<file path="src/rtl/idu_pkg.sv">
// Purpose : shared opcodes, instruction classes and the decode helper for the
//           dual-issue dispatch unit.
// Latency : n/a (types and a pure combinational function only).
// Backpressure: n/a.
package idu_pkg;

  localparam logic [6:0] OPC_OP_IMM = 7'b0010011;
  localparam logic [6:0] OPC_OP     = 7'b0110011;
  localparam logic [6:0] OPC_LUI    = 7'b0110111;
  localparam logic [6:0] OPC_AUIPC  = 7'b0010111;
  localparam logic [6:0] OPC_JAL    = 7'b1101111;
  localparam logic [6:0] OPC_JALR   = 7'b1100111;
  localparam logic [6:0] OPC_BRANCH = 7'b1100011;
  localparam logic [6:0] OPC_LOAD   = 7'b0000011;
  localparam logic [6:0] OPC_STORE  = 7'b0100011;

  typedef enum logic [2:0] {
    CLS_ALU,
    CLS_LOAD,
    CLS_STORE,
    CLS_BRANCH,
    CLS_JUMP,
    CLS_UNKNOWN
  } t_instr_class;

  typedef struct packed {
    t_instr_class cls;
    logic [4:0]   rs1;
    logic [4:0]   rs2;
    logic [4:0]   rd;
    logic         use_rs1;
    logic         use_rs2;
    logic         wr_rd;
  } t_dec;

  function automatic t_dec decode(input logic [31:0] instr);
    t_dec d;
    d.cls     = CLS_UNKNOWN;
    d.rs1     = instr[19:15];
    d.rs2     = instr[24:20];
    d.rd      = instr[11:7];
    d.use_rs1 = 1'b0;
    d.use_rs2 = 1'b0;
    d.wr_rd   = 1'b0;
    case (instr[6:0])
      OPC_OP_IMM: begin d.cls = CLS_ALU;    d.use_rs1 = 1'b1; d.wr_rd = 1'b1; end
      OPC_OP:     begin d.cls = CLS_ALU;    d.use_rs1 = 1'b1; d.use_rs2 = 1'b1; d.wr_rd = 1'b1; end
      OPC_LUI:    begin d.cls = CLS_ALU;    d.wr_rd = 1'b1; end
      OPC_AUIPC:  begin d.cls = CLS_ALU;    d.wr_rd = 1'b1; end
      OPC_JAL:    begin d.cls = CLS_JUMP;   d.wr_rd = 1'b1; end
      OPC_JALR:   begin d.cls = CLS_JUMP;   d.use_rs1 = 1'b1; d.wr_rd = 1'b1; end
      OPC_BRANCH: begin d.cls = CLS_BRANCH; d.use_rs1 = 1'b1; d.use_rs2 = 1'b1; end
      OPC_LOAD:   begin d.cls = CLS_LOAD;   d.use_rs1 = 1'b1; d.wr_rd = 1'b1; end
      OPC_STORE:  begin d.cls = CLS_STORE;  d.use_rs1 = 1'b1; d.use_rs2 = 1'b1; end
      default:    ;
    endcase
    // x0 is hardwired, so writing it never creates a dependency.
    d.wr_rd = d.wr_rd && (d.rd != 5'd0);
    return d;
  endfunction

endpackage

</file>
<file path="src/rtl/idu_dual_issue_if.sv">
// Purpose : fetch / issue / writeback / flush bundle of the dispatch unit.
// Latency : n/a (wires only). slave = dispatch unit, master = fetch+execute side.
// Backpressure: fetch_ready throttles fetch; issue_ready completes issue on the edge.
interface idu_dual_issue_if;
  logic [1:0]  fetch_valid;
  logic [31:0] fetch_instr0;
  logic [31:0] fetch_instr1;
  logic        fetch_ready;
  logic [1:0]  issue_valid;
  logic [31:0] issue_instr0;
  logic [31:0] issue_instr1;
  logic        issue_ready;
  logic        wb_valid;
  logic [4:0]  wb_rd;
  logic        flush;

  modport master (
    output fetch_valid, fetch_instr0, fetch_instr1, issue_ready, wb_valid, wb_rd, flush,
    input  fetch_ready, issue_valid, issue_instr0, issue_instr1
  );

  modport slave (
    input  fetch_valid, fetch_instr0, fetch_instr1, issue_ready, wb_valid, wb_rd, flush,
    output fetch_ready, issue_valid, issue_instr0, issue_instr1
  );
endinterface

</file>
<file path="src/rtl/idu_scoreboard.sv">
// Purpose : NUM_REGS busy bits (set at issue, cleared at writeback) with two hazard queries.
// Latency : set/clear visible next cycle; with IDU_SB_BYPASS_EN a clear also masks hazards same cycle.
// Backpressure: none. Ports: Clk/Rst, i_set{0,1}_*, i_clr_*, i_q{0,1}_* query fields, o_haz{0,1}.
module idu_scoreboard #(
  parameter int NUM_REGS = 32
) (
  input  logic       Clk,
  input  logic       Rst,
  input  logic       i_set0_vld,
  input  logic [4:0] i_set0_rd,
  input  logic       i_set1_vld,
  input  logic [4:0] i_set1_rd,
  input  logic       i_clr_vld,
  input  logic [4:0] i_clr_rd,
  input  logic [4:0] i_q0_rs1,
  input  logic       i_q0_use_rs1,
  input  logic [4:0] i_q0_rs2,
  input  logic       i_q0_use_rs2,
  input  logic [4:0] i_q0_rd,
  input  logic       i_q0_wr_rd,
  input  logic [4:0] i_q1_rs1,
  input  logic       i_q1_use_rs1,
  input  logic [4:0] i_q1_rs2,
  input  logic       i_q1_use_rs2,
  input  logic [4:0] i_q1_rd,
  input  logic       i_q1_wr_rd,
  output logic       o_haz0,
  output logic       o_haz1
);

  logic [NUM_REGS-1:0] r_busy;
  logic [NUM_REGS-1:0] w_set_mask;
  logic [NUM_REGS-1:0] w_clr_mask;
  logic [NUM_REGS-1:0] w_busy_q;

  function automatic logic [NUM_REGS-1:0] reg_mask(input logic vld, input logic [4:0] rd);
    logic [NUM_REGS-1:0] m;
    m = '0;
    if (vld && (rd != 5'd0) && (int'(rd) < NUM_REGS)) m[rd] = 1'b1;
    return m;
  endfunction

  function automatic logic is_busy(input logic [NUM_REGS-1:0] vec, input logic [4:0] r);
    return (int'(r) < NUM_REGS) ? vec[r] : 1'b0;
  endfunction

  assign w_set_mask = reg_mask(i_set0_vld, i_set0_rd) | reg_mask(i_set1_vld, i_set1_rd);
  assign w_clr_mask = reg_mask(i_clr_vld, i_clr_rd);

`ifdef IDU_SB_BYPASS_EN
  // A retiring register is already free for dependants this cycle.
  assign w_busy_q = r_busy & ~w_clr_mask;
`else
  assign w_busy_q = r_busy;
`endif

  assign o_haz0 = (i_q0_use_rs1 && is_busy(w_busy_q, i_q0_rs1)) ||
                  (i_q0_use_rs2 && is_busy(w_busy_q, i_q0_rs2)) ||
                  (i_q0_wr_rd   && is_busy(w_busy_q, i_q0_rd));
  assign o_haz1 = (i_q1_use_rs1 && is_busy(w_busy_q, i_q1_rs1)) ||
                  (i_q1_use_rs2 && is_busy(w_busy_q, i_q1_rs2)) ||
                  (i_q1_wr_rd   && is_busy(w_busy_q, i_q1_rd));

  // Set is applied after clear: a new producer wins over an old writeback.
  always_ff @(posedge Clk or posedge Rst) begin
    if (Rst) r_busy <= '0;
    else     r_busy <= (r_busy & ~w_clr_mask) | w_set_mask;
  end

endmodule

</file>
<file path="src/rtl/idu_dual_issue.sv">
// Purpose : dual-issue dispatch: Q_DEPTH-entry instruction queue + scoreboard, issues 0/1/2 per cycle.
// Latency : push at edge N issuable in cycle N+1; issue outputs combinational from head and scoreboard.
// Backpressure: fetch_ready when >=2 free entries (registered count); entries held until issue_ready.
// Ports: Clk, Rst (async active-high), bus (idu_dual_issue_if.slave). Option macro: IDU_SB_BYPASS_EN.
module idu_dual_issue
  import idu_pkg::*;
#(
  parameter int Q_DEPTH  = 8,
  parameter int NUM_REGS = 32
) (
  input  logic              Clk,
  input  logic              Rst,
  idu_dual_issue_if.slave   bus
);

  localparam int PW = $clog2(Q_DEPTH);
  localparam int CW = PW + 1;
  localparam logic [CW-1:0] READY_MAX = CW'(Q_DEPTH - 2);

  logic [31:0]   r_q [Q_DEPTH];
  logic [PW-1:0] r_head;
  logic [PW-1:0] r_tail;
  logic [CW-1:0] r_count;

  logic [PW-1:0] w_head1;
  logic [PW-1:0] w_tail1;
  t_dec          w_d0;
  t_dec          w_d1;
  logic          w_haz0;
  logic          w_haz1;
  logic          w_raw;
  logic          w_waw;
  logic          w_pair_ok;
  logic          w_v0;
  logic          w_v1;
  logic          w_push;
  logic [1:0]    w_npush;
  logic [1:0]    w_npop;
  logic          w_fetch_ready;

  assign w_head1 = r_head + PW'(1);
  assign w_tail1 = r_tail + PW'(1);
  assign w_d0    = decode(r_q[r_head]);
  assign w_d1    = decode(r_q[w_head1]);

  idu_scoreboard #(.NUM_REGS(NUM_REGS)) u_sb (
    .Clk          (Clk),
    .Rst          (Rst),
    .i_set0_vld   (bus.issue_ready && w_v0 && w_d0.wr_rd),
    .i_set0_rd    (w_d0.rd),
    .i_set1_vld   (bus.issue_ready && w_v1 && w_d1.wr_rd),
    .i_set1_rd    (w_d1.rd),
    .i_clr_vld    (bus.wb_valid),
    .i_clr_rd     (bus.wb_rd),
    .i_q0_rs1     (w_d0.rs1),
    .i_q0_use_rs1 (w_d0.use_rs1),
    .i_q0_rs2     (w_d0.rs2),
    .i_q0_use_rs2 (w_d0.use_rs2),
    .i_q0_rd      (w_d0.rd),
    .i_q0_wr_rd   (w_d0.wr_rd),
    .i_q1_rs1     (w_d1.rs1),
    .i_q1_use_rs1 (w_d1.use_rs1),
    .i_q1_rs2     (w_d1.rs2),
    .i_q1_use_rs2 (w_d1.use_rs2),
    .i_q1_rd      (w_d1.rd),
    .i_q1_wr_rd   (w_d1.wr_rd),
    .o_haz0       (w_haz0),
    .o_haz1       (w_haz1)
  );

  // Intra-pair dependencies: the younger slot must not read or rewrite the older's rd.
  assign w_raw = w_d0.wr_rd &&
                 ((w_d1.use_rs1 && (w_d1.rs1 == w_d0.rd)) ||
                  (w_d1.use_rs2 && (w_d1.rs2 == w_d0.rd)));
  assign w_waw = w_d0.wr_rd && w_d1.wr_rd && (w_d1.rd == w_d0.rd);

  // Control flow at the head ends the group; unknown opcodes never pair; one memory port.
  assign w_pair_ok = (w_d0.cls inside {CLS_ALU, CLS_LOAD, CLS_STORE}) &&
                     (w_d1.cls != CLS_UNKNOWN) &&
                     !w_raw && !w_waw &&
                     !((w_d0.cls inside {CLS_LOAD, CLS_STORE}) &&
                       (w_d1.cls inside {CLS_LOAD, CLS_STORE}));

  assign w_v0 = !bus.flush && (r_count != '0) && !w_haz0;
  assign w_v1 = w_v0 && (r_count >= CW'(2)) && w_pair_ok && !w_haz1;

  assign bus.issue_valid  = {w_v1, w_v0};
  assign bus.issue_instr0 = w_v0 ? r_q[r_head]  : 32'd0;
  assign bus.issue_instr1 = w_v1 ? r_q[w_head1] : 32'd0;

  // Registered count only: a same-cycle pop does not open room for a push.
  assign w_fetch_ready   = (r_count <= READY_MAX);
  assign bus.fetch_ready = w_fetch_ready;

  assign w_push  = bus.fetch_valid[0] && w_fetch_ready && !bus.flush;
  assign w_npush = !w_push ? 2'd0 : (bus.fetch_valid[1] ? 2'd2 : 2'd1);
  assign w_npop  = !bus.issue_ready ? 2'd0 : (w_v1 ? 2'd2 : (w_v0 ? 2'd1 : 2'd0));

  always_ff @(posedge Clk or posedge Rst) begin
    if (Rst) begin
      r_head  <= '0;
      r_tail  <= '0;
      r_count <= '0;
    end else if (bus.flush) begin
      r_head  <= r_tail;
      r_count <= '0;
    end else begin
      r_tail  <= r_tail + PW'(w_npush);
      r_head  <= r_head + PW'(w_npop);
      r_count <= r_count + CW'(w_npush) - CW'(w_npop);
    end
  end

  // Storage needs no reset: every read is qualified by the count.
  always_ff @(posedge Clk) begin
    if (w_push) begin
      r_q[r_tail] <= bus.fetch_instr0;
      if (bus.fetch_valid[1]) r_q[w_tail1] <= bus.fetch_instr1;
    end
  end

endmodule

</file>
<file path="src/flat_wrapper.sv">
// flat-port wrapper written by rule: the top's interface ports become plain ports
module idu_dual_issue_flat import idu_pkg::*;
#(
  parameter int Q_DEPTH  = 8,
  parameter int NUM_REGS = 32
)
  (Clk, Rst, bus_fetch_valid, bus_fetch_instr0, bus_fetch_instr1, bus_issue_ready, bus_wb_valid, bus_wb_rd, bus_flush, bus_fetch_ready, bus_issue_valid, bus_issue_instr0, bus_issue_instr1);
  idu_dual_issue_if bus_i ();
  input  logic Clk;
  input  logic Rst;
  input wire logic [$bits(bus_i.fetch_valid)-1:0] bus_fetch_valid;
  input wire logic [$bits(bus_i.fetch_instr0)-1:0] bus_fetch_instr0;
  input wire logic [$bits(bus_i.fetch_instr1)-1:0] bus_fetch_instr1;
  input wire logic [$bits(bus_i.issue_ready)-1:0] bus_issue_ready;
  input wire logic [$bits(bus_i.wb_valid)-1:0] bus_wb_valid;
  input wire logic [$bits(bus_i.wb_rd)-1:0] bus_wb_rd;
  input wire logic [$bits(bus_i.flush)-1:0] bus_flush;
  output wire logic [$bits(bus_i.fetch_ready)-1:0] bus_fetch_ready;
  output wire logic [$bits(bus_i.issue_valid)-1:0] bus_issue_valid;
  output wire logic [$bits(bus_i.issue_instr0)-1:0] bus_issue_instr0;
  output wire logic [$bits(bus_i.issue_instr1)-1:0] bus_issue_instr1;
  assign bus_i.fetch_valid = bus_fetch_valid;
  assign bus_i.fetch_instr0 = bus_fetch_instr0;
  assign bus_i.fetch_instr1 = bus_fetch_instr1;
  assign bus_i.issue_ready = bus_issue_ready;
  assign bus_i.wb_valid = bus_wb_valid;
  assign bus_i.wb_rd = bus_wb_rd;
  assign bus_i.flush = bus_flush;
  assign bus_fetch_ready = bus_i.fetch_ready;
  assign bus_issue_valid = bus_i.issue_valid;
  assign bus_issue_instr0 = bus_i.issue_instr0;
  assign bus_issue_instr1 = bus_i.issue_instr1;
  idu_dual_issue #(.Q_DEPTH(Q_DEPTH), .NUM_REGS(NUM_REGS)) u_core (.Clk(Clk), .Rst(Rst), .bus(bus_i));
endmodule
</file>
<file path="config.mk">
export PLATFORM = sky130hd
export DESIGN_NAME = idu_dual_issue_flat
export DESIGN_NICKNAME = d
export VERILOG_FILES = /design/src/rtl/idu_pkg.sv /design/src/rtl/idu_dual_issue_if.sv /design/src/rtl/idu_scoreboard.sv /design/src/rtl/idu_dual_issue.sv /design/src/flat_wrapper.sv
export SDC_FILE = /design/constraint.sdc
export NUM_CORES = 1
export LEC_CHECK = 0
export CORE_ASPECT_RATIO = 0.5
export CORE_UTILIZATION = 62
export CTS_BUF_LIST = sky130_fd_sc_hd__clkbuf_2
export DETAILED_ROUTE_END_ITERATION = 12
export PLACE_DENSITY = 0.84
export SKIP_CTS_REPAIR_TIMING = 1
export SKIP_LAST_GASP = 1
export SYNTH_ARGS = -nofsm -noshare
export SYNTH_HDL_FRONTEND = slang
export SYNTH_HIERARCHICAL = 1
export SYNTH_SLANG_ARGS = --single-unit
</file>
<file path="constraint.sdc">
create_clock -name Clk -period 22.1 [get_ports Clk]
set_input_delay 6.63 -clock Clk [delete_from_list [all_inputs] [get_ports Clk]]
set_output_delay 6.63 -clock Clk [all_outputs]
set_load 0.1 [all_outputs]
</file>
; Yosys cells after proc, flatten, opt, wreduce, memory -nomap -nowiden
; Memories as Yosys holds them, arrays and structs flattened.
; Index checks and enable logic that the tools add are counted.
; Widths: inputs -> output; s select.
[totals]
register_bits = 42
ram_bits = 256
in_bits = 76
out_inout_bits = 67
wordCells = 160
mem_count = 1
[classes]
add_sub_neg = 6
magnitude_cmp = 12
n_eq_ne = 26
mux = 43
n_bitwise = 4
reduce_logical = 64
[mem_list]
columns = memory, words, word_bits, rd, rd_clocked_by_memory_dff, write_ports, line_no
row1 = u_core.r_q, 8, 32, 2, 0, 2, idu_dual_issue.sv:20  ; logic [31:0] r_q [Q_DEPTH];
[ops]
columns = operator, n
row1 = $mux 32, 5
row2 = $or 32x32->32, 2
row3 = $eq 7x6->1 const B, 6
row4 = $eq 7x7->1 const B, 6
row5 = $lt 5x6->1 const B, 7
row6 = $logic_and 1x1->1, 35
row7 = $and 32x32->32, 1
row8 = $not 32->32, 1
row9 = $bmux 1 s5, 6
row10 = $pmux 3 s5, 2
row11 = $eq 7x5->1 const B, 4
row12 = $mux 1, 21
row13 = $demux 1 s5, 3
row14 = $eq 5x5->1, 3
row15 = $ge 5x1->1 const B, 3
row16 = $reduce_bool 5->1, 3
row17 = $eq 7x2->1 const B, 2
row18 = $reduce_or 7->1, 2
row19 = $reduce_or 6->1, 2
row20 = $mux 2, 4
row21 = $reduce_or 4->1, 2
row22 = $add 3x1->3 const B, 2
row23 = $add 3x2->3, 2
row24 = $eq 3x1->1 const B, 2
row25 = 16 further kinds, 29

; Longest topological paths before layout
; Gate-level depths: netlist (run 1).
; An unclocked memory read counts as a cell.
[depth]
depth_word = 20
mapped_depth = 27
depth_no_buf = 22

; By module
; Netlist (run 1), hierarchy kept.
[modules_own_cells]
columns = module, instances, cells_each, area_per_inst_um2, seq_area_each_um2
row1 = idu_dual_issue, 1, 1134, 16968.8, 7937.6
row2 = idu_scoreboard, 1, 255, 3069.2, 800.8

; Least setup slack after synthesis (run 1)
; Ideal clock, no wire load.
[synth_timing]
kind = input -> output
startpoint = input port bus_flush
endpoint = output port bus_issue_instr1[12]
arrival_ps = 9152
t_required_ps = 15470
slack_ps = 6318
cell_stages = 7
n_path_buf = 1
cell_sequence = nor2_1 o21ai_1 nor3b_1 nand4_1 or4_1 buf_6 a21oi_1
[synth_via]
elab_chain_len = 7
[synth_rtl]
columns = item, line_no
row1 = start: declaration, flat_wrapper.sv:17  ; input wire logic [$bits(bus_i.flush)-1:0] bus_flush;
row2 = $logic_not 1->1, idu_dual_issue.sv:84  ; assign w_v0 = !bus.flush && (r_count != '0) && !w_haz0;
row3 = $logic_and 1x1->1 (2 in series), idu_dual_issue.sv:84
row4 = $logic_and 1x1->1 (3 in series), idu_dual_issue.sv:85  ; assign w_v1 = w_v0 && (r_count >= CW'(2)) && w_pair_ok && !w_haz1;
row5 = $mux 32, idu_dual_issue.sv:89  ; assign bus.issue_instr1 = w_v1 ? r_q[w_head1] : 32'd0;
row6 = end: declaration, flat_wrapper.sv:21  ; output wire logic [$bits(bus_i.issue_instr1)-1:0] bus_issue_instr1;
; Every way passes these cells.

; Final worst setup path (run 1)
[layout_timing]
startpoint = input port bus_flush
endpoint = output port bus_issue_instr1[31]
; Same word-level chain as after synthesis.

==> metrics.md, run 1 <==
| Metric | Value |
|---|---|
| Core Region | 31,700 sq um |
| Hold Path Class | flop to flop |
| First-pass GRT wire length | approximately 87,000 microns |
| Leak pwr | between 0.007 and 0.008 uW |
| Fin crit period | 17.12 ns |
| Register share of total power | 0.255 |
| Max-cap check violation count | 0 |
| Ys async rst share | 0.141 |
| Die width | approximately 260 microns |
| Worst path required time | between 15 and 20 ns |
| Final wirelength | 59,000 microns |
| Max-slew headroom | 0.331 |
| Detail Route Antenna Nets | 0 |
| Largest family of logic cells by synthesized area | multiplexers |
| Post-Syn Area | between 20,000 and 25,000 sq um |
| Synth top area cells | edfxtp_1 (38%), mux4_2 (19%), mux2_2 (15%), dfrtp_1 (5.2%), mux2i_1 (2.4%) |
| Vias per cell | roughly 7.2 |
| Distinct cell type count after synthesis | 71 |
| Yosys top cell by area | edfxtp_1 |
| RSZ-0062 raised after global routing | false |
| Clk buf depth | 3 |
| Comb pwr share | 0.618 |
| Synth Net Count | ~1,500 |
| Most common cell in the synthesized netlist | mux2_2 |
| Crit-path most repeated cell | clkdlybuf4s50_1 |
| GRT Overall Usage | 0.358 |
| Switching pwr | around 1500 uW |
| Yosys warns | 6 |
| Power Dens Cells | 137 nW/um^2 |
| Synth top cells by count | mux2_2 (272), edfxtp_1 (256), mux4_2 (173), nand2_1 (77), mux2i_1 (49) |
| Final setup viols | 0 |
| Sequential area share after synthesis | 0.436 |
| Setup TNS | 0 ns |
| Setup ws final | approximately 5.0 ns |
| # H-tree levels | 3 |
| Post-DP HPWL | roughly 37,000 microns |
| Routability-driven placement congestion ratio | 1.00 |
| Critical path cell sequence | clkdlybuf4s50_1 -> nor2_1 -> o21ai_2 -> nor3b_1 -> nand4_1 -> or4_2 -> buf_4 -> a21oi_1 -> clkdlybuf4s50_1 |
| Sw Share | 0.488 |
| Crit path capture type | output pin |
| Crit path arrival time | 10.49 ns |
| Peak Freq | 0.0584 GHz |
| Clock transition at the registers of the reported paths | 0.09 ns |
| CTS tree | done |
| Pint | 1570 uW |
| Placement Setup Slack | 5.02 ns |
| Post-Synth Adder-Cell Area | 0.0102 |
| Kind of critical path | primary input to output pin |
| Nets@finish | 1,620 |
| CTS Root Cell | clkbuf_2 |
| Final Cycle Share | 0.775 |
| Die H | approximately 130 microns |
| Fin. Hold Viols | 0 |
| Clock skew | 0.104 ns |
| Share of cells above drive strength 1 | 0.412 |
| Fin. max-slew vios | 0 |
| Starting density of the core | 0.632 |
| Grt total ovfl | 0 |
| Number of port buffers | about 140 |
| Vias in the first global route | 14,370 |
| Post-Synth Simple-Gate Area | 0.0644 |
| Area share of the largest cell type after synthesis | 0.384 |
| CP startpoint kind | primary input |
| Synth Area in Compound Gates | 0.0540 |
| Clk_lat worst skew | 1.00 ns |
| Critical path's slowest cell | clkdlybuf4s50_1 |
| Total CTS buffers | 69 |
| Row cnt | 46 |
| Worst Path Max Fanout | 25 |
| Initial DRC count | around 2,100 |
| Initial antenna violation count | 1 |
| Pre-antenna DRT Iters | 6 |
| Proportion of synthesized area in mux cells | 0.378 |
| IO Count | 143 |
| Register bit total from synthesis | a little under 300 |
| Largest net degree at the start of global routing | 56 |
| Mapped Cells | about 1,400 |
| DRC violations left | 0 |
| Worst-Margin Slew | approximately 1.0 ns |
| Delay-heaviest family, CP | buffers and inverters |
| Slowest stage delay, CP | around 1.2 ns |
| Most used flip-flop cell after synthesis | edfxtp_1 |
| Synth-to-Final Area Change | 11.9% |
| Drt wl/cell | between 20 and 30 microns |
| Via count | about 14,000 |
| Syn_area_per_cell | 14.4 sq um |
| Number of enable flip-flop cells after synthesis | roughly 260 |
| Crit path buf inv count | 3 |
| Total die area | 33,100 sq um |
| Clock share of power | 0.127 |
| CTS sink count | between 200 and 300 |
| Status | complete, no violations |
| Synth Area in XOR/XNOR | 0.0215 |
| VDD IR max | around 100 uV |
[path summary, 6_finish.rpt]
path                                               to  slack (ns)  cells past startpoint             startpoint
worst min-delay path            u_core/u_sb/r_busy[0]        0.53                      0  u_core/u_sb/r_busy[0]
worst max-delay path             bus_issue_instr1[31]        4.98                      9              bus_flush
max in group asynchronous       u_core/u_sb/r_busy[0]       15.72                      3                    Rst
worst max register to register      u_core/r_count[3]       13.89                     20       u_core/r_head[0]
min in group asynchronous            u_core/r_tail[2]        6.00                      2                    Rst
worst min register to register  u_core/u_sb/r_busy[0]        0.53                      0  u_core/u_sb/r_busy[0]
[cells by family (layout without fill, tap and decap cells)]
| group | count (synthesis) | after routing |
|---|---|---|
| other cells | 0 | 2 |
| simple gates | 250 | 250 |
| xor+xnor | 45 | 45 |
| mux | 500 | 500 |
| compound gates | 149 | 149 |
| flops | 298 | 298 |
| fa+ha+maj | 14 | 14 |
| buf+inv | 133 | 321 |
[registers in the layout, summed over array words and instances, names as in the netlist]
name / count
u_core/r_q: 256
u_core/u_sb/r_busy: 32
u_core/r_count: 4
u_core/r_head: 3
u_core/r_tail: 3
[final cells by class]
type                       instances  area (sq um)
tap                              432           541
fill                            2100          9290
sequential                       298          8750
timing repair buffer             168          1620
multi-input combinational        958         10700
antenna                            2          5.00
clock buffer                      98           490
clock inverter                    20           168
inverter                          35           131
[routing by layer]
| metal | track usage | routed length (microns) |
|---|---|---|
| met5 | 0 | 0 |
| met2 | 0.550 | 26800 |
| met4 | 0.140 | 2190 |
| met1 | 0.498 | 22300 |
| met3 | 0.0892 | 7760 |
[stage by stage]
step | hold slack (ns) | power (uW) | std cells | area, sq um | utilization
after floorplan | 0.504 | 2210 | 1389 | 20000 | -
after global placement | 0.487 | 2600 | 1891 | 21800 | 0.686
after detailed placement | 0.510 | 2640 | 1891 | 21800 | 0.686
after CTS | 0.524 | 3020 | 2009 | 22400 | 0.707
after global routing | 0.556 | 3180 | 2010 | 22400 | 0.707
final | 0.532 | 3060 | 2011 | 22400 | 0.707
[placed cells by master, fill, tap and decap left out, types with 4 or more instances in the layout]
cell type        count
a21oi_1             15
a21oi_2             11
a21oi_4              4
a22oi_1              8
a31oi_1              5
and2_1              14
and2b_1              4
buf_4               26
clkbuf_2            98
clkdlybuf4s50_1    142
clkinv_1            11
dfrtp_1             39
edfxtp_1           256
fa_1                 4
ha_1                 9
inv_1               30
inv_2                6
mux2_2             272
mux2i_1             49
mux4_2             173
nand2_1             75
nand2b_1             9
nand3_1             14
nand3b_1            16
nand4_1             10
nor2_1              44
nor2_2              12
nor2b_1             10
nor3_1               8
o21ai_0             39
o21bai_4             4
o221ai_1            33
or3_1                4
or3b_2               6
xnor2_1             22
xor2_1              21
[power groups by stage]
stage          Sequential [uW]  Combinational, uW  Clock [uW]
5_1_grt                    786               1970         420
3_3_place_gp               780               1820           0
4_1_cts                    774               1860         394
2_1_floorplan              719               1490           0
3_5_place_dp               786               1850           0
6_report                   779               1890         389
[worst reg2reg max path: stages, from the launching register on]
cell	delay, ns
dfrtp_4	1.08
ha_4	0.71
buf_4	0.84
mux4_2	0.70
nand2_1	0.17
nand2_1	0.28
mux4_2	0.54
mux4_2	0.49
o21a_1	0.18
o21ai_0	0.17
nand3_1	0.17
nor3b_1	0.23
nand4_1	0.11
or4_2	0.78
or2_1	0.31
fa_1	0.50
ha_1	0.32
a21o_1	0.15
a21oi_1	0.16
xnor2_1	0.14
nor2_1	0.05
No activity file was read; power rests on OpenSTA's default activity.
==> run 2, diff against run 1 <==
==> constraint.sdc (replaced) <==
create_clock -name Clk -period 17.36 [get_ports Clk]
set_input_delay 5.208 -clock Clk [delete_from_list [all_inputs] [get_ports Clk]]
set_output_delay 5.208 -clock Clk [all_outputs]
set_load 0.1 [all_outputs]
==> run 2 against run 1 <==
Largest power group unchanged. Hold slack worse by 0.0024 ns. Register-to-register slack worse by 5.5 ns. Clock power up 30%. Critical endpoint is now bus_issue_instr1[13].
==> metrics.md, run 2 (same netlist as run 1, synthesis figures left out) <==
| Metric | Value |
|---|---|
| Fin. max-slew vios | 0 (unchanged) |
| CP startpoint kind | flop (was primary input) |
| Hold Path Origin | u_core/u_sb/r_busy[0] (unchanged) |
| CTS tree | done (unchanged) |
| Commonest non-fill, non-tap cell in the layout | mux2_2 (unchanged) |
| Clock transition at the registers of the reported paths | 0.13 ns (was 0.09 ns) |
| Largest Register | u_core/r_q (unchanged) |
| Fin. Hold Viols | 0 (unchanged) |
| # H-tree levels | 3 (unchanged) |
| WHS | 0.530 ns (was 0.532 ns) |
| Clock skew | 0.0755 ns (was 0.104 ns) |
| Hold Path Class | flop to flop (unchanged) |
| Die width | 256 microns (unchanged) |
| Max reg flops | 256 (unchanged) |
| DRC violations left | 0 (unchanged) |
| Status | complete, no violations (unchanged) |
| Worst Setup SP | u_core/r_head[0] (was bus_flush) |
| CTS Root Cell | clkbuf_2 (unchanged) |
| Top sig layer | met4 (unchanged) |
| Crit path capture type | output pin (unchanged) |
| DR WL met2 | 27,200 microns (was 26,800 microns) |
| Max-cap check violation count | 0 (unchanged) |
| Final setup viols | 0 (unchanged) |
| RSZ-0062 raised after global routing | false (unchanged) |
| Nets@finish | 1,620 (unchanged) |
| Post-Route M1 WL | 21,800 microns (was 22,300 microns) |
| Pre-antenna DRT Iters | 6 (unchanged) |
| GRT Overall Usage | 0.362 (was 0.358) |
| Largest regs | u_core/r_q x256, u_core/u_sb/r_busy x32, u_core/r_count x4 (unchanged) |
| Initial antenna violation count | 2 (was 1) |
| Peak Freq | between 0.06 and 0.07 GHz |
| Worst Path Max Fanout | 54 (was 25) |
| Worst path required time | 12.15 ns (was 15.47 ns) |
| Detail Route met3 WL | 8040 microns (was 7760 microns) |
| Leak pwr | 0.00761 uW (was 0.00760 uW) |
| Routability-driven placement congestion ratio | 0.991 (was 1.00) |
| Fin crit period | 14.81 ns |
| Vias in the first global route | 14,671 (was 14,370) |
| CTS sink count | 298 (unchanged) |
| Setup TNS | 0 ns (unchanged) |
| VDD IR max | 122 uV (was 104 uV) |
| Row cnt | 46 (unchanged) |
| Largest net degree at the start of global routing | 56 (unchanged) |
| Highest-count cells in the layout ignoring fill and taps | mux2_2 (272), edfxtp_1 (256), mux4_2 (173) (unchanged) |
| Layout Utilization | 0.708 (was 0.707) |
| Clk buf depth | 3 (unchanged) |
| Starting density of the core | 0.632 (unchanged) |
| Number of port buffers | 142 (unchanged) |
| Share of cells above drive strength 1 | 0.413 (was 0.412) |
| Worst-Margin Slew | 1.02 ns (was 1.00 ns) |
| Vias per cell | 7.24 (was 7.17) |
| Drt wl/cell | 29.5 microns (was 29.3 microns) |
| Synth-to-Final Area Change | 12.0% (was 11.9%) |
| Detail Route Antenna Nets | 0 (unchanged) |
| First-pass GRT wire length | 88,300 microns (was 87,400 microns) |
| Core Region | 31,700 sq um (unchanged) |
| Grt total ovfl | 0 (unchanged) |
| Total die area | 33,100 sq um (unchanged) |
| Clk_lat worst skew | 1.04 ns (was 1.00 ns) |
| Final Cycle Share | 0.853 |
| Max-slew headroom | 0.320 (was 0.331) |
| IO Count | 143 (unchanged) |
| Power Dens Cells | 174 nW/um^2 (was 137 nW/um^2) |
| Final wirelength | 59,500 microns (was 59,000 microns) |
| Crit path arrival time | 9.60 ns (was 10.49 ns) |
| Initial DRC count | 1,988 (was 2,106) |
| Kind of critical path | flop to output pin (was primary input to output pin) |
| Total CTS buffers | 69 (unchanged) |
| Die H | 129 microns (unchanged) |
| Via count | 14,593 (was 14,428) |
| Reg2reg start | u_core/r_head[0] (unchanged) |
| Post-DP HPWL | 36,900 microns (was 36,600 microns) |
## run 2: changes by cell type in the layout (fill, tap and decap cells not counted), sizes merged
| cell | delta |
|---|---|
| diode | +1 |
| clkbuf | +3 |
| clkinv | -2 |
| inv | +2 |
## run 2: area by class of cell
class,count,area [sq um]
clock inverters,20,170
inverters,35,131
flip-flops and latches,298,8750
fillers,2081,9270
diodes,3,7.51
clock buffers,101,505
well taps,432,541
repair buffers,168,1620
multi-input cells,958,10700
## run 2: through the flow
stage / cells / total power (uW) / setup WS, ns / cell area (sq um)
detailed placement: 1891 / 3360 / 2.95 / 21800
finish: 2015 / 3910 / 2.55 / 22400
CTS: 2012 / 3860 / 2.62 / 22400
global placement: 1891 / 3300 / 3.01 / 21800
global route: 2014 / 4060 / 2.25 / 22400
floorplan: 1389 / 2810 / 4.42 / 20000
## run 2: per-layer routing
layer / vias up / GRT usage
li1: 5907 / -
met1: 7288 / 0.479
met2: 1160 / 0.562
met3: 238 / 0.112
met4: 0 / 0.155
met5: - / 0
## run 2: final timing paths
| path | end | slack (ns) | cells past startpoint |
|---|---|---|---|
| setup / recovery | bus_issue_instr1[13] | 2.55 | 16 |
| hold / removal | u_core/u_sb/r_busy[0] | 0.53 | 0 |
| setup reg to reg | u_core/r_count[3] | 8.36 | 21 |
| hold reg to reg | u_core/u_sb/r_busy[0] | 0.53 | 0 |
| max in group asynchronous | u_core/u_sb/r_busy[3] | 12.41 | 3 |
| min in group asynchronous | u_core/r_count[2] | 4.53 | 2 |
## run 2: power by group
group	internal, uW	total, uW	switching (uW)
clock network	201	507	306
logic	930	2420	1490
registers	867	984	117
## run 2: worst max-delay path, stage by stage (launching register included)
cell             delay (ns)
dfrtp_4                1.05
ha_4                   0.73
buf_4                  0.77
mux4_2                 0.63
mux2i_4                0.38
inv_1                  0.30
mux4_2                 0.51
mux4_2                 0.49
mux2_2                 0.27
nand2_1                0.07
nand3_1                0.10
nor3b_1                0.22
nand4_1                0.11
or4_2                  1.00
buf_4                  0.44
a21oi_1                0.20
clkdlybuf4s50_1        1.18
==> run 3, diff against run 2 <==
--- a/config.mk
+++ b/config.mk
@@ -7,8 +7,9 @@
 export LEC_CHECK = 0
 export CORE_ASPECT_RATIO = 0.5
 export CORE_UTILIZATION = 62
-export CTS_BUF_LIST = sky130_fd_sc_hd__clkbuf_2
+export CTS_BUF_LIST = sky130_fd_sc_hd__clkbuf_8
 export DETAILED_ROUTE_END_ITERATION = 12
+export MAX_ROUTING_LAYER = met4
 export PLACE_DENSITY = 0.84
 export SKIP_CTS_REPAIR_TIMING = 1
 export SKIP_LAST_GASP = 1
==> run 3 against run 2 <==
Routed wire length fell by 0.53%. Critical path depth fell by 7. Clock power rose by 5.5%.
==> metrics.md, run 3 (same netlist as run 1, synthesis figures left out) <==
| Metric | Value |
|---|---|
| Final setup viols | 0 (unchanged) |
| Fin. max-slew vios | 0 (unchanged) |
| Setup TNS | 0 ns (unchanged) |
| Kind of critical path | primary input to output pin (was flop to output pin) |
| Initial DRC count | 1,984 (was 1,988) |
| Synth-to-Final Area Change | 12.4% (was 12.0%) |
| Clk_lat worst skew | 0.62 ns (was 1.04 ns) |
| Clock transition at the registers of the reported paths | 0.06 ns (was 0.13 ns) |
| Drt wl/cell | 30.1 microns (was 29.5 microns) |
| Routability-driven placement congestion ratio | 0.965 (was 0.991) |
| Highest-count cells in the layout ignoring fill and taps | mux2_2 (272), edfxtp_1 (256), mux4_2 (173) (unchanged) |
| Max reg flops | 256 (unchanged) |
| Crit path capture type | output pin (unchanged) |
| Clock skew | 0.0300 ns (was 0.0755 ns) |
| Initial antenna violation count | 1 (was 2) |
| # H-tree levels | 2 (was 3) |
| Starting density of the core | 0.632 (unchanged) |
| Die width | 256 microns (unchanged) |
| Clk buf depth | 3 (unchanged) |
| Post-DP HPWL | 37,100 microns (was 36,900 microns) |
| Worst Path Max Fanout | 26 (was 54) |
| Commonest non-fill, non-tap cell in the layout | mux2_2 (unchanged) |
| Final Cycle Share | 0.819 (was 0.853) |
| Nets@finish | 1,595 (was 1,620) |
| CTS tree | done (unchanged) |
| Largest net degree at the start of global routing | 66 (was 56) |
| VDD IR max | 92.8 uV (was 122 uV) |
| Vias in the first global route | 14,437 (was 14,671) |
| Hold Path Origin | u_core/u_sb/r_busy[0] (unchanged) |
| Fin. Hold Viols | 0 (unchanged) |
| R2R Path End | u_core/r_count[3] (unchanged) |
| Final wirelength | 59,200 microns (was 59,500 microns) |
| Row cnt | 46 (unchanged) |
| Hold path depth | 0 (unchanged) |
| Max-slew headroom | 0.304 (was 0.320) |
| GRT Overall Usage | 0.371 (was 0.362) |
| WHS | 0.540 ns (was 0.530 ns) |
| Register area | 8750 sq um (unchanged) |
| Leak pwr | 0.00758 uW (was 0.00761 uW) |
| Pre-antenna DRT Iters | 7 (was 6) |
| WHS Endpoint | u_core/u_sb/r_busy[0] (unchanged) |
| Hold Path Class | flop to flop (unchanged) |
| Worst-Margin Slew | 1.04 ns (was 1.02 ns) |
| Power Dens Cells | 175 nW/um^2 (was 174 nW/um^2) |
| Core Region | 31,700 sq um (unchanged) |
| Grt total ovfl | 0 (unchanged) |
| DRC violations left | 0 (unchanged) |
| CTS Root Cell | clkbuf_8 (was clkbuf_2) |
| RSZ-0062 raised after global routing | false (unchanged) |
| Crit path arrival time | 9.01 ns (was 9.60 ns) |
| Max-cap check violation count | 0 (unchanged) |
| Vias per cell | 7.20 (was 7.24) |
| Multi-input gate area | 10,700 sq um (unchanged) |
| Status | complete, no violations (unchanged) |
| First-pass GRT wire length | 88,000 microns (was 88,300 microns) |
| Worst R2R Setup Slack | 9.34 ns (was 8.36 ns) |
| Share of cells above drive strength 1 | 0.385 (was 0.413) |
| Total die area | 33,100 sq um (unchanged) |
| Via count | 14,168 (was 14,593) |
| Largest regs | u_core/r_q x256, u_core/u_sb/r_busy x32, u_core/r_count x4 (unchanged) |
| Total CTS buffers | 44 (was 69) |
| Detail Route Antenna Nets | 0 (unchanged) |
| Die H | 129 microns (unchanged) |
| Worst path required time | 12.15 ns (about the same) |
| CP startpoint kind | primary input (was flop) |
| Fin crit period | 14.22 ns (was 14.81 ns) |
| Number of port buffers | 142 (unchanged) |
| Reg2reg start | u_core/r_head[0] (unchanged) |
| Worst Reg-to-Reg Cells | 20 (was 21) |
| Largest Register | u_core/r_q (unchanged) |
| Peak Freq | 0.0703 GHz (was 0.0675 GHz) |
| IO Count | 143 (unchanged) |
| # fillers | 2,014 (was 2,081) |
| CTS sink count | 298 (unchanged) |
-- run 3: cell types whose count changed in the layout (fill, tap and decap cells not counted) --
| cell | previous run | this run |
|---|---|---|
| clkinv_1 | 12 | 7 |
| inv_1 | 30 | 51 |
| clkbuf_8 | 0 | 46 |
| clkinv_4 | 1 | 0 |
| bufinv_16 | 3 | 0 |
| diode_2 | 3 | 1 |
| clkinv_8 | 0 | 1 |
| clkbuf_2 | 101 | 0 |
| inv_6 | 2 | 0 |
| inv_2 | 6 | 5 |
| inv_8 | 0 | 1 |
-- run 3: worst max path at each step --
stage / startpoint / to / cells past startpoint
2_1_floorplan: bus_flush / bus_issue_instr1[12] / 7
3_3_place_gp: bus_flush / bus_issue_instr1[31] / 9
3_5_place_dp: bus_flush / bus_issue_instr1[14] / 9
4_1_cts: bus_flush / bus_issue_instr1[14] / 9
5_1_grt: bus_flush / bus_issue_instr1[14] / 9
6_report: bus_flush / bus_issue_instr1[14] / 9
-- run 3: report_power, final --
group	internal (uW)	total [uW]	switching [uW]
Sequential	869	979	111
Combinational	929	2420	1490
Clock	246	535	289
Total	2040	3930	1890
-- run 3: through the flow --
stage / total power (uW) / cell area, sq um / utilization / cells / setup WS [ns]
finish: 3930 / 22500 / 0.710 / 1969 / 3.14
global route: 4080 / 22500 / 0.710 / 1969 / 2.96
CTS: 3890 / 22500 / 0.710 / 1968 / 3.15
detailed placement: 3360 / 21800 / 0.686 / 1891 / 3.16
global placement: 3310 / 21800 / 0.686 / 1891 / 3.20
floorplan: 2810 / 20000 / - / 1389 / 4.42
-- run 3: final cells by class --
cell class	instances	share of cell area
Clock buffer	46	0.0281
Antenna cell	1	0.000111
Timing Repair Buffer	168	0.0717
Sequential cell	298	0.388
Tap cell	432	0.0240
Inverter	35	0.00583
Clock inverter	31	0.00611
Multi-Input combinational cell	958	0.476
-- run 3: worst max-delay path: stages --
cell and delay (ns):
clkdlybuf4s50_1 0.64, nor2_1 0.22, o21ai_2 0.08, nor3b_1 0.18
nand4_1 0.10, or4_2 0.76, buf_4 0.41, a21oi_1 0.22
clkdlybuf4s50_1 1.17
-- run 3: layer usage --
| metal | vias to the layer above | wire length, microns | GRT usage |
|---|---|---|---|
| met1 | 7133 | 22100 | 0.483 |
| met4 | 0 | 1830 | 0.128 |
| met5 | - | 0 | - |
| met2 | 1023 | 27700 | 0.581 |
| li1 | 5839 | - | - |
| met3 | 173 | 7570 | 0.0843 |
